File: config.mk
export PLATFORM = sky130hd
export DESIGN_NAME = mux2_stream_arbiter_flat
export DESIGN_NICKNAME = d
export VERILOG_FILES = /design/src/rtl/mux2_stream_arbiter_if.sv /design/src/rtl/mux2_stream_arbiter.sv /design/src/flat_wrapper.sv
export SDC_FILE = /design/constraint.sdc
export NUM_CORES = 1
export LEC_CHECK = 0
export CORE_MARGIN = 2
export CORE_UTILIZATION = 46
export DETAILED_ROUTE_END_ITERATION = 8
export PLACE_DENSITY = 0.83
export SETUP_SLACK_MARGIN = 0.5
export SYNTH_ARGS = -nofsm -noshare
export SYNTH_HDL_FRONTEND = slang
export SYNTH_SLANG_ARGS = --single-unit
File: constraint.sdc
create_clock -name clk -period 2.8 [get_ports clk]
set_input_delay 0.42 -clock clk [delete_from_list [all_inputs] [get_ports clk]]
set_output_delay 0.42 -clock clk [all_outputs]
set_load 0.005 [all_outputs]
File: src/rtl/mux2_stream_arbiter_if.sv
// mux2_stream_arbiter_if: two valid/ready source streams merged into one registered output stream
// Ports (by group):
//   a_valid/a_data/a_ready  source A handshake and payload
//   b_valid/b_data/b_ready  source B handshake and payload
//   sel                     mux select, 0=A 1=B
//   out_valid/out_data/out_src/out_ready  merged output stream
// slave is the arbiter side, master is the side driving sources and sinking output.
interface mux2_stream_arbiter_if #(parameter int DATA_W = 8);
  logic a_valid, a_ready, b_valid, b_ready, sel, out_valid, out_src, out_ready;
  logic [DATA_W-1:0] a_data, b_data, out_data;
  modport master (
    output a_valid, a_data, b_valid, b_data, out_ready,
    input  a_ready, b_ready, sel, out_valid, out_data, out_src
  );
  modport slave (
    input  a_valid, a_data, b_valid, b_data, out_ready,
    output a_ready, b_ready, sel, out_valid, out_data, out_src
  );
endinterface

File: src/rtl/mux2_stream_arbiter.sv
// mux2_stream_arbiter: round-robin 2:1 stream arbiter with bounded bursts and a 1-entry output register
// Ports:
//   clk    rising-edge clock
//   rst_n  asynchronous active-low reset
//   bus    slave modport: A/B sources in, mux select and registered output stream out
module mux2_stream_arbiter #(
  parameter int DATA_W   = 8,
  parameter int HOLD_MAX = 4
) (
  input  logic clk,
  input  logic rst_n,
  mux2_stream_arbiter_if.slave bus
);
  localparam int CNT_W = $clog2(HOLD_MAX + 1);
  localparam logic [CNT_W-1:0] CNT_MAX = CNT_W'(HOLD_MAX);
  typedef enum logic [1:0] {IDLE, SERVE_A, SERVE_B} state_t;
  state_t state, state_n;
  logic [CNT_W-1:0] cnt, cnt_n;
  logic [DATA_W-1:0] dat, dat_n;
  logic last, last_n, vld, vld_n, src, src_n;
  logic ld, gnt, g_b, same;
  always_comb begin
    ld = ~vld | bus.out_ready;
    gnt = bus.a_valid | bus.b_valid;
    // Contested: IDLE alternates from last; a serving owner keeps the grant until its burst saturates.
    g_b = (bus.a_valid & bus.b_valid)
        ? (state == IDLE ? ~last : ((state == SERVE_B) ^ (cnt == CNT_MAX)))
        : bus.b_valid;
    same = g_b ? (state == SERVE_B) : (state == SERVE_A);
    state_n = state;
    cnt_n = cnt;
    last_n = last;
    vld_n = vld;
    dat_n = dat;
    src_n = src;
    if (ld) begin
      vld_n = gnt;
      state_n = !gnt ? IDLE : (g_b ? SERVE_B : SERVE_A);
      cnt_n = !gnt ? '0 : (same ? (cnt == CNT_MAX ? cnt : cnt + 1'b1) : CNT_W'(1));
      dat_n = gnt ? (g_b ? bus.b_data : bus.a_data) : dat;
      src_n = gnt ? g_b : src;
      last_n = gnt ? g_b : last;
    end
  end
  always_ff @(posedge clk or negedge rst_n) begin
    if (!rst_n) begin
      state <= IDLE;
      cnt <= '0;
      last <= 1'b1;
      vld <= 1'b0;
      dat <= '0;
      src <= 1'b0;
    end else begin
      state <= state_n;
      cnt <= cnt_n;
      last <= last_n;
      vld <= vld_n;
      dat <= dat_n;
      src <= src_n;
    end
  end
  // Readies are gated by rst_n so nothing is accepted while reset is held.
  assign bus.a_ready = rst_n & ld & gnt & ~g_b;
  assign bus.b_ready = rst_n & ld & gnt & g_b;
  assign bus.sel = gnt ? g_b : last;
  assign bus.out_valid = vld;
  assign bus.out_data = dat;
  assign bus.out_src = src;
endmodule
File: src/flat_wrapper.sv
// flat-port wrapper written by rule: the top's interface ports become plain ports
module mux2_stream_arbiter_flat 
#(
  parameter int DATA_W   = 8,
  parameter int HOLD_MAX = 4
)
  (clk, rst_n, bus_a_valid, bus_a_data, bus_b_valid, bus_b_data, bus_out_ready, bus_a_ready, bus_b_ready, bus_sel, bus_out_valid, bus_out_data, bus_out_src);
  mux2_stream_arbiter_if #(.DATA_W(DATA_W)) bus_i ();
  input  logic clk;
  input  logic rst_n;
  input wire logic [$bits(bus_i.a_valid)-1:0] bus_a_valid;
  input wire logic [$bits(bus_i.a_data)-1:0] bus_a_data;
  input wire logic [$bits(bus_i.b_valid)-1:0] bus_b_valid;
  input wire logic [$bits(bus_i.b_data)-1:0] bus_b_data;
  input wire logic [$bits(bus_i.out_ready)-1:0] bus_out_ready;
  output wire logic [$bits(bus_i.a_ready)-1:0] bus_a_ready;
  output wire logic [$bits(bus_i.b_ready)-1:0] bus_b_ready;
  output wire logic [$bits(bus_i.sel)-1:0] bus_sel;
  output wire logic [$bits(bus_i.out_valid)-1:0] bus_out_valid;
  output wire logic [$bits(bus_i.out_data)-1:0] bus_out_data;
  output wire logic [$bits(bus_i.out_src)-1:0] bus_out_src;
  assign bus_i.a_valid = bus_a_valid;
  assign bus_i.a_data = bus_a_data;
  assign bus_i.b_valid = bus_b_valid;
  assign bus_i.b_data = bus_b_data;
  assign bus_i.out_ready = bus_out_ready;
  assign bus_a_ready = bus_i.a_ready;
  assign bus_b_ready = bus_i.b_ready;
  assign bus_sel = bus_i.sel;
  assign bus_out_valid = bus_i.out_valid;
  assign bus_out_data = bus_i.out_data;
  assign bus_out_src = bus_i.out_src;
  mux2_stream_arbiter #(.DATA_W(DATA_W), .HOLD_MAX(HOLD_MAX)) u_core (.clk(clk), .rst_n(rst_n), .bus(bus_i));
endmodule
==> flow_metrics.tcl, run 1 <==
set metrics [dict create \
    place_congestion 0.874 \
    rsz0062_at_grt "yes" \
    post-route-util_pct 70.4 \
    mostFrequentLayoutCells "clkdlybuf4s50_1, dfrtp_1, nand2_1, buf_4, a21o_1" \
    fin_nets 156 \
    cts.root.buffer_cell "clkbuf_4" \
    critPathArrivalTime_ns 1.94 \
    syn_area_per_cell_um2 10.0 \
    viasPerCell 5.64 \
    clkSlewWorstSetupHoldPaths_ns 0.10 \
    ios 34 \
    seq_area_frac_synth_pct 44.0 \
    first_global_vias 819 \
    ys_seq_elements 16 \
    cts_hold_buf 0 \
    drive_above_1_share_pct 19.7 \
    fillers 163 \
    syn-num-nets 114 \
    n_antenna_cell 0 \
    tightestPinTransition_ns 1.13 \
    path_max_fanout 6 \
    mostFrequentLayoutCell "clkdlybuf4s50_1" \
    power_uw 696 \
    dieHeight_um 48.5 \
    finalClockSkew_ns 0.00600 \
    slew_headroom_pct 24.0 \
    yosysWarnings 0 \
    cts.sinks 16 \
    path_delay_family "simple AND/OR/NAND/NOR gates" \
    max-vdd-ir-drop_v 0.000306 \
    grt_max_degree 16 \
    crit_path_cell_trace "inv_2 > ha_4 > and3_4 > o311ai_4 > and2_4 > buf_6 > and3_4 > clkbuf_2" \
    critical_path_class "flop to output port" \
    dp_hpwl_um 1670 \
    clk_latency_ns 0.29 \
    layoutNonFillerInstCount 159 \
    cts_max_level 1 \
    cts.path.max_buffers 2 \
    area_growth_pct 48.3 \
    setup-violations-final 0 \
    fmax_ghz 0.423 \
    drt_iter0_drc 13 \
    slowest_delay_ns 0.38 \
    portBuffers 33 \
    drc 0 \
    ys.flop_type "dfrtp_1" \
    routed_wl_um 2380 \
    status "finished clean" \
    grt.overflow.total 0 \
    required_ns 2.38 \
    power_density_nw_per_um2 514 \
    slowest_stage "dfrtp_1" \
    cts_buffers 3 \
    yosys.cell_types.count 33 \
    hold_class "input port to asynchronous set/reset pin" \
    p_leak_uw 0.000581 \
    critPathBufInv 3 \
    grt_usage_pct 21.3 \
    async_reset_ff_share_pct 100 \
    num_vias 896 \
    antenna_found_initial 0 \
    cp-end-kind "output port" \
    rows 16 \
    synth-edff-count 0 \
    dieWidth_um 48.5 \
    synthCells 91 \
    setup_tns_ns 0 \
    drv_slew 0 \
    dr.pass1.iters 4 \
    post_drt_wl_per_cell_um 15.0 \
    syn-cell-area_um2 912 \
    period_share_pct 84.4 \
    core_um2 1920 \
    r2r_setup_slack_ns 0.92 \
    grt_pass1_wl_um 3820 \
    postRouteAntennaNets 0 \
    layout_min_cycle_time_ns 2.36 \
    start_util_pct 47.5 \
    dieArea_um2 2360 \
    hold_viol 0 \
    place_inst 148 \
    tritoncts "done" \
    start_kind "flop" \
    drv_cap 0 \
    cp_common_cell "and3_4" \
]
## cells by family after synthesis
group | after synthesis | synth area share, %
multiplexers | 1 | 1.10
buffers and inverters | 8 | 5.62
AND/OR/NAND/NOR | 37 | 21.8
AO/OA/AOI/OAI | 27 | 24.7
adder cells (fa/ha/maj) | 2 | 2.74
flip-flops | 16 | 44.0
## power by group
part | switching [µW] | internal [µW]
Combinational | 97.1 | 144
Sequential | 31.0 | 268
Clock | 76.0 | 79.3
Total | 204 | 491
## cell type report
| type | count | area [µm²] | share of cell area [%] |
|---|---|---|---|
| flip-flops and latches | 16 | 402 | 29.7 |
| well taps | 27 | 33.8 | 2.50 |
| multi-input cells | 67 | 482 | 35.6 |
| repair buffers | 43 | 392 | 29.0 |
| inverters | 2 | 7.51 | 0.555 |
| clock buffers | 4 | 36.3 | 2.68 |
## worst paths after layout
path                                                    start                            endpoint  cells after the start
setup reg to reg             u_core.bus.out_valid$_DFFE_PN0N_  u_core.bus.out_data[0]$_DFFE_PN0P_                      4
max in group asynchronous                               rst_n             u_core.last$_DFFE_PN1N_                      2
min in group clk           u_core.bus.out_data[4]$_DFFE_PN0P_  u_core.bus.out_data[4]$_DFFE_PN0P_                      2
setup / recovery                    u_core.cnt[0]$_DFFE_PN0P_                         bus_b_ready                      8
hold reg to reg            u_core.bus.out_data[4]$_DFFE_PN0P_  u_core.bus.out_data[4]$_DFFE_PN0P_                      2
hold / removal                                          rst_n  u_core.bus.out_data[5]$_DFFE_PN0P_                      1
## synthesized netlist by cell type (all sizes together), types with 3 or more instances
library cell / instances / area [µm²]
a221o: 4 / 40.0
nor2: 3 / 11.3
dfrtp: 15 / 375
o211ai: 4 / 30.0
a21o: 5 / 37.5
nand2b: 3 / 18.8
a21oi: 4 / 20.0
and2: 5 / 31.3
and3: 3 / 23.8
buf: 5 / 40.0
nand2: 12 / 45.0
nand4: 4 / 25.0
## worst register-to-register path: stages (launching register included)
cell      delay [ns]
dfrtp_1         0.40
nand2b_1        0.21
o21ai_0         0.46
a21oi_1         0.53
a221o_1         0.23
## state kept, by name, indices dropped and copies added, names as in the netlist
signal                cells
u_core.cnt                3
u_core.last               1
u_core.state              2
u_core.bus.out_data       8
u_core.bus.out_src        1
u_core.bus.out_valid      1
## through the flow
stage                     hold slack [ns]  instance area [µm²]  setup WS [ns]
after floorplan                     0.124                  912          0.733
after global routing                0.302                 1350          0.357
after global placement              0.471                 1250          0.183
after CTS                           0.308                 1350          0.366
after detailed placement            0.485                 1250         0.0705
final                               0.304                 1350          0.437
## what timing repair did
item                                    4_1_cts  5_1_grt
endpoints found under the setup margin        7        3
gates resized for setup                      11        9
setup buffers                                 5        2
pin swaps                                     1        2
## metal layers
metal	part of all wire, %	wire, µm	track usage, %	vias up
met5	0	0	0	-
met4	1.9	46	11.4	0
met3	5.5	132	3.40	5
met2	50	1200	36.1	39
met1	42	1010	26.1	432
li1	-	-	-	420
No activity file was read; power rests on OpenSTA's default activity.
==> run 2: changes to the inputs <==
--- a/config.mk
+++ b/config.mk
@@ -6,9 +6,9 @@
 export NUM_CORES = 1
 export LEC_CHECK = 0
 export CORE_MARGIN = 2
-export CORE_UTILIZATION = 46
+export CORE_UTILIZATION = 43
 export DETAILED_ROUTE_END_ITERATION = 8
-export PLACE_DENSITY = 0.83
+export PLACE_DENSITY = 0.78
 export SETUP_SLACK_MARGIN = 0.5
 export SYNTH_ARGS = -nofsm -noshare
 export SYNTH_HDL_FRONTEND = slang
==> constraint.sdc (replaced) <==
create_clock -name clk -period 2.2 [get_ports clk]
set_input_delay 0.33 -clock clk [delete_from_list [all_inputs] [get_ports clk]]
set_output_delay 0.33 -clock clk [all_outputs]
set_load 0.005 [all_outputs]
==> flow_metrics.tcl, run 2 (synthesis results as in run 1) <==
set metrics [dict create \
    drc 0 \
    grt_pass1_wl_um 4190 \
    mostFrequentLayoutCell "clkdlybuf4s50_1" \
    path_max_fanout 2 \
    grt.overflow.total 0 \
    routed_wl_um 2630 \
    drv_cap 0 \
    dr.pass1.iters 4 \
    rows 16 \
    path_delay_family "simple AND/OR/NAND/NOR gates" \
    clk_latency_ns 0.28 \
    period_share_pct 96.1 \
    largest_register_ffs 8 \
    r2r-start "u_core.cnt[1]$_DFFE_PN0P_" \
    postRouteAntennaNets 0 \
    cts_max_level 1 \
    slew_headroom_pct 77.9 \
    tritoncts "done" \
    fmax_ghz 0.473 \
    critPathArrivalTime_ns 1.78 \
    fillers 128 \
    gr-usage-met3_pct 2.73 \
    dieHeight_um 50.1 \
    viasPerCell 5.46 \
    grt_use_met2_pct 38.8 \
    rsz0062_at_grt "yes" \
    post_drt_wl_per_cell_um 15.2 \
    dp_slack_ns -0.0110 \
    grt-busiest-layer "met2" \
    critPathBufInv 3 \
    drive_above_1_share_pct 30.1 \
    dieArea_um2 2510 \
    dieWidth_um 50.1 \
    status "finished clean" \
    cts.root.buffer_cell "clkbuf_4" \
    cts.sinks 16 \
    critical_path_class "flop to output port" \
    cp-end-kind "output port" \
    portBuffers 33 \
    dp_hpwl_um 1830 \
    hold_viol 0 \
    power_density_nw_per_um2 621 \
    drv_slew 0 \
    clkSlewWorstSetupHoldPaths_ns 0.09 \
    timing.rr.end "u_core.bus.out_data[6]$_DFFE_PN0P_" \
    mostFrequentLayoutCells "clkdlybuf4s50_1, buf_4, dfrtp_1, nand2_1, a21o_1" \
    start_kind "flop" \
    worst_slack_ns 0.0868 \
    area_growth_pct 64.2 \
    num_vias 944 \
    core_um2 1980 \
    slowest_stage "dfrtp_1" \
    layout_min_cycle_time_ns 2.11 \
    required_ns 1.87 \
    r2r_setup_slack_ns 0.41 \
    slowest_delay_ns 0.38 \
    grtUsageMet1_pct 25.9 \
    ios 34 \
    start_util_pct 46.0 \
    cts.path.max_buffers 2 \
    tightestPinTransition_ns 0.332 \
    grt_max_degree 12 \
    fin_nets 170 \
    grt_usage_pct 21.8 \
    cts_buffers 3 \
    startpoint "u_core.cnt[1]$_DFFE_PN0P_" \
    drt_iter0_drc 32 \
    p_leak_uw 0.000654 \
    place_congestion 0.844 \
    n_antenna_cell 0 \
    hold_class "input port to asynchronous set/reset pin" \
    max-vdd-ir-drop_v 0.000518 \
    finalClockSkew_ns 0.00259 \
    first_global_vias 948 \
    whs_ns 0.264 \
    r2r_cells 9 \
    power_uw 931 \
    antenna_found_initial 0 \
    crit_path_cell_trace "inv_2 > ha_4 > and3_4 > o311ai_4 > and2_4 > buf_6 > and3_4 > buf_6" \
    setup-violations-final 0 \
]
==> run 2: cell types whose count changed in the layout (fill, tap and decap cells not counted), sizes merged <==
cell	change
buf	+17
clkdlybuf4s50	+2
clkbuf	-3
dlygate4sd2	-2
==> run 2: what timing repair did <==
item                                    4_1_cts  5_1_grt
gates resized for setup                      20        5
setup buffers                                 6        0
hold buffers                                  0        0
gates cloned                                  0        0
hold endpoints to repair                      0        0
endpoints found under the setup margin        7       16
pin swaps                                     3       11
==> run 2: how the worst max path moves through the flow <==
stage / to / slack, ns / cells past startpoint
after floorplan: bus_b_ready / 0.37 / 7
after detailed placement: bus_b_ready / -0.01 / 7
after global placement: bus_a_ready / 0.03 / 6
final: bus_b_ready / 0.09 / 8
after CTS: bus_b_ready / 0.06 / 8
after global routing: bus_b_ready / 0.005 / 8
==> run 2: power breakdown <==
group	internal [µW]	switching, µW	total [µW]
combinational	219	148	367
clock	101	91.2	192
sequential	341	29.9	371
==> run 2: cell type report <==
cell class	count	area [µm²]	area share [%]
multi-input combinational	67	509	34.0
timing repair buffer	57	509	34.0
sequential	16	402	26.8
clock buffer	4	36.3	2.42
tap	27	33.8	2.26
inverter	2	7.51	0.501
==> run 2: metrics by stage <==
stage               cells  area [µm²]  utilization (%)  TNS, ns
floorplan              91         936                -        0
global placement      163        1390             69.9        0
detailed placement    163        1390             69.9  -0.0110
CTS                   173        1480             74.4        0
global route          173        1500             75.6        0
finish                173        1500             75.6        0
==> run 2: layer usage <==
layer / vias up / wire (µm) / part of all wire [%]
met1: 453 / 1110 / 42
met3: 2 / 148 / 5.6
met4: 0 / 27 / 1.0
li1: 448 / - / -
met5: - / 0 / 0
met2: 41 / 1350 / 51
